## src/rtl/flow_scheduler.sv

```systemverilog
// Dependency-driven task sequencer: launches ready tasks (all predecessors done)
// lowest index first, at most MAX_ACTIVE in flight, and reports completion or deadlock.
module flow_scheduler #(
  parameter int NUM_TASKS  = 8,
  parameter int MAX_ACTIVE = 2
) (
  input  logic                         clk,
  input  logic                         rst,
  input  logic                         cfg_we,
  input  logic [$clog2(NUM_TASKS)-1:0] cfg_idx,
  input  logic [NUM_TASKS-1:0]         cfg_deps,
  input  logic                         run_start,
  input  logic [NUM_TASKS-1:0]         task_done,
  output logic [NUM_TASKS-1:0]         task_start,
  output logic                         busy,
  output logic                         run_done,
  output logic                         run_error,
  output logic [NUM_TASKS-1:0]         done_mask,
  output logic                         spurious
);

  localparam int              CNT_W   = $clog2(MAX_ACTIVE + 1);
  localparam logic [CNT_W-1:0] MAX_CNT = CNT_W'(MAX_ACTIVE);

  localparam logic [1:0] S_IDLE = 2'd0;
  localparam logic [1:0] S_RUN  = 2'd1;
  localparam logic [1:0] S_FIN  = 2'd2;

  logic [1:0]           state;
  logic [NUM_TASKS-1:0] dep [NUM_TASKS];
  logic [NUM_TASKS-1:0] active;
  logic [CNT_W-1:0]     count;

  logic [NUM_TASKS-1:0] ready;
  logic [NUM_TASKS-1:0] lowest;
  logic [NUM_TASKS-1:0] launch;
  logic [NUM_TASKS-1:0] valid_done;
  logic [CNT_W-1:0]     n_done;
  logic                 any_ready;
  logic                 all_done;
  logic                 can_launch;
  logic                 deadlock;

  // Readiness looks only at the registered done_mask, so a completion at edge t
  // unblocks its dependants no earlier than edge t+1.
  always_comb begin
    // NOTE: every always_comb output gets a default before any conditional
    // assignment; otherwise a missed path infers a latch.
    ready = '0;
    for (int i = 0; i < NUM_TASKS; i++) begin
      ready[i] = !done_mask[i] && !active[i] && ((dep[i] & ~done_mask) == '0);
    end
  end

  // Isolate the lowest set bit: x & -x.
  assign lowest     = ready & (~ready + NUM_TASKS'(1));
  assign any_ready  = |ready;
  assign all_done   = &done_mask;
  assign can_launch = (state == S_RUN) && (count < MAX_CNT) && any_ready;
  assign launch     = can_launch ? lowest : '0;
  assign valid_done = (state == S_RUN) ? (task_done & active) : '0;
  assign deadlock   = (state == S_RUN) && !all_done && (count == '0) && !any_ready;

  always_comb begin
    // NOTE: combinational logic uses blocking '=' so the running sum accumulates
    // within the block; registers below use non-blocking '<=' exclusively.
    n_done = '0;
    for (int i = 0; i < NUM_TASKS; i++) begin
      n_done = n_done + CNT_W'(valid_done[i]);
    end
  end

  always_ff @(posedge clk) begin
    if (rst) begin
      state      <= S_IDLE;
      // NOTE: the dependency table is an observable configuration memory and
      // must come out of reset with every task independent, so it is cleared.
      for (int i = 0; i < NUM_TASKS; i++) begin
        dep[i] <= '0;
      end
      done_mask  <= '0;
      active     <= '0;
      count      <= '0;
      task_start <= '0;
      run_error  <= 1'b0;
      spurious   <= 1'b0;
    end else begin
      task_start <= launch;
      run_error  <= deadlock;
      // Any completion pulse not accepted against an active task is spurious.
      if ((task_done & ~valid_done) != '0) begin
        spurious <= 1'b1;
      end

      case (state)
        S_IDLE: begin
          if (cfg_we && (int'(cfg_idx) < NUM_TASKS)) begin
            dep[cfg_idx] <= cfg_deps;
          end
          if (run_start) begin
            done_mask <= '0;
            active    <= '0;
            count     <= '0;
            state     <= S_RUN;
          end
        end
        S_RUN: begin
          done_mask <= done_mask | valid_done;
          active    <= (active & ~valid_done) | launch;
          count     <= count + CNT_W'(can_launch) - n_done;
          if (all_done) begin
            state <= S_FIN;
          end else if (deadlock) begin
            state <= S_IDLE;
          end
        end
        default: begin
          state <= S_IDLE;
        end
      endcase
    end
  end

  assign busy     = (state != S_IDLE);
  assign run_done = (state == S_FIN);

endmodule

```

## config.mk

```make
export PLATFORM = sky130hd
export DESIGN_NAME = flow_scheduler
export DESIGN_NICKNAME = d
export VERILOG_FILES = /design/src/rtl/flow_scheduler.sv
export SDC_FILE = /design/constraint.sdc
export NUM_CORES = 1
export LEC_CHECK = 0
export ABC_CLOCK_PERIOD_IN_PS = 4720
export CAP_MARGIN = 0
export CORE_MARGIN = 4
export CORE_UTILIZATION = 55
export DETAILED_ROUTE_END_ITERATION = 8
export MAX_ROUTING_LAYER = met4
export PLACE_DENSITY_LB_ADDON = 0.15
export SYNTH_ARGS = -nofsm -noshare
export SYNTH_HDL_FRONTEND = slang
export SYNTH_SLANG_ARGS = --single-unit
export TNS_END_PERCENT = 10
```

## constraint.sdc

```tcl
create_clock -name clk -period 4.72 [get_ports clk]
set_clock_uncertainty 0.2 [all_clocks]
set_input_delay 0.708 -clock clk [delete_from_list [all_inputs] [get_ports clk]]
set_output_delay 0.708 -clock clk [all_outputs]
set_load 0.03 [all_outputs]
```

==> metrics.cfg <==
[outcome]
status=finished, final reports clean

[detailed_routing]
vias=2937
routedWlPerCell_um=19.1
drtAntennaViolNets=0
drt-pass1-iter-count=5
drtIter0Drc=183
viasPerCell=5.63
post-route-drc-count=0
wl_mm=9.99

[critical_path]
path_class=register to register
critPathMaxFanout=15
end_kind=register
start_kind=register
crit_arrival_ps=4060
critPathRequiredTime_ps=4760

[clock_tree]
clk_latency_ps=350
cts_setup_buffers=0
cts_tree=yes
htree_levels=3
cts_hold_buf=0
root_buffer=clkbuf_8
cts_sinks=94
cts_max_path_buffers=2
cts_resized=0
cts_buffers=9
clk_pin_slew_worst_paths_ps=90

[power]
p_per_area_nw_per_um2=312
ir_drop_mv=0.198
clkPwrFrac_pct=33.0
p_leak_nw=1.84
switching_share_pct=23.2
power_frac_seq_pct=58.5
comb_power_share_pct=8.5
switchingPower_uw=364
intPower_mw=1.20

[layout]
insertedDiodeCount=0
nNetsFinal=445
drive_gt1_share_pct=11.2
final_cells=522
multi_input_area_um2=1710
final_cell_mix=and2_1, edfxtp_1, clkdlybuf4s50_1
seq_area_um2=2520
utilization_pct=65.5
layout_commonest_cell=and2_1
nFillCells=620
area_growth_pct=15.9

[die]
rows=32
die_y_um=96.9
io_pins=43
core_area_um2=7690
fp.dieW_um=96.9
die_area_um2=9380
start_util_pct=56.5

[synth]
synth_edf_count=64
ys_ff_latch=94
yosys_most_used_dff=edfxtp_1
synth_xor_area_share_pct=1.01
synthAdderAreaFrac_pct=2.25
ys_seq_area_share_pct=58.1
synth_top_family_by_area=simple AND/OR/NAND/NOR gates
synth.top_cells.by_area=edfxtp_1, dfxtp_1, and2_1
synthArstFlopShare_pct=0
synth_simple_gate_area_share_pct=25.3
synth_nets=399
syn_avg_cell_area_um2=11.7
syn-cell-area_um2=4340
synth_top_cell_area_share_pct=44.2
synth_cells=370
ys_warn_count=0
synth_cell_types=47
synth_compound_area_share_pct=10.6
yosys.area.top_type=edfxtp_1
synth.area.mux_share_pct=0.230

[run]
maxCapViolCount=0

[place]
hpwl_mm=6.99
port_buffers=42
dpl.cell_count=507
gp_congestion=0.901

[sta]
hold_viol_final=0
setup_tns_ps=0
drv_slew=0
finalCritPeriodShare_pct=85.1
tightest_slew_ps=632
relSlewSlack_pct=57.8
rsz0062_at_grt=false
setup_violations=0
period_minus_slack_ps=4020
fmax_mhz=249

[global_routing]
grtUsageTotal_pct=22.5
grt_max_degree=24
grt_pass1_wl_mm=15.7
overflow=0
antenna_found_initial=0
first_global_vias=2910

[worst_hold_path]
holdCritPathClass=register to register

worst paths after layout:
kind	start	end	slack [ps]	cells past startpoint
setup / recovery	state[0]	count[1]	700	12
hold / removal	count[0]	count[0]	320	2
setup reg to reg	state[0]	count[1]	700	12
hold reg to reg	count[0]	count[0]	320	2
power by group through the flow:
stage                     Clock (mW)  Sequential (mW)  Combinational [mW]
after CTS                      0.525            0.917               0.134
after global placement             0            0.935               0.132
after floorplan                    0            0.933              0.0808
final                          0.518            0.917               0.134
after detailed placement           0            0.936               0.133
after global routing           0.561            0.920               0.146
routing by layer:
layer,global-route usage [%],vias up,wire length [um],part of all wire [%]
li1,-,1420,-,-
met1,29.3,1416,4500,45
met2,34.1,78,4700,47
met3,4.47,23,480,4.8
met4,10.2,0,312,3.1
met5,-,-,0,0
stage by stage:
| stage | hold WS (ps) | cell area (um2) | total power [mW] | worst slack, ps |
|---|---|---|---|---|
| 2_1_floorplan | 260 | 4340 | 1.01 | 1250 |
| 3_3_place_gp | 290 | 4850 | 1.07 | 674 |
| 3_5_place_dp | 313 | 4850 | 1.07 | 575 |
| 4_1_cts | 335 | 5030 | 1.58 | 708 |
| 5_1_grt | 358 | 5030 | 1.63 | 447 |
| 6_report | 323 | 5030 | 1.57 | 702 |
cells in the mapped netlist (all sizes together) (2+ instances only):
library cell,number
a22oi,2
and2,65
nor2,16
buf,9
a21oi,9
a222oi,9
nand2b,7
inv,11
xnor2,5
and3,6
nand4,3
o21a,6
or2,8
o31ai,3
edfxtp,64
nor4,2
fa,3
nand2,18
nor2b,31
a2111oi,8
ha,3
o21ai,11
nand3,14
nor3,15
dfxtp,30
flip-flops by register name, indices dropped and copies added, names as in the netlist:
name	count
active	8
count	2
dep	64
done_mask	8
run_error	1
spurious	1
state	2
task_start	8
final cells by class:
type	instances	share of cell area (%)
well taps	102	2.54
repair buffers	45	8.80
clock inverters	5	1.19
multi-input cells	255	34.0
clock buffers	10	2.54
inverters	11	0.820
flip-flops and latches	94	50.1
kinds of logic (layout without fill, tap and decap cells):
| kind of cell | count (synthesis) | in the layout |
|---|---|---|
| simple gates | 188 | 188 |
| buf+inv | 21 | 71 |
| compound gates | 55 | 55 |
| fa+ha+maj | 6 | 6 |
| xor+xnor | 5 | 5 |
| flops | 94 | 94 |
| mux | 1 | 1 |
critical path: stages (launching register included):
cell,delay [ps]
dfxtp_1,620
and2b_1,450
and3_1,270
fa_1,440
ha_1,330
fa_1,530
inv_1,40
ha_1,180
xnor2_1,140
xnor2_1,210
xnor2_1,170
mux2i_1,230
a21oi_1,80
(Power assumes the default switching activity.)
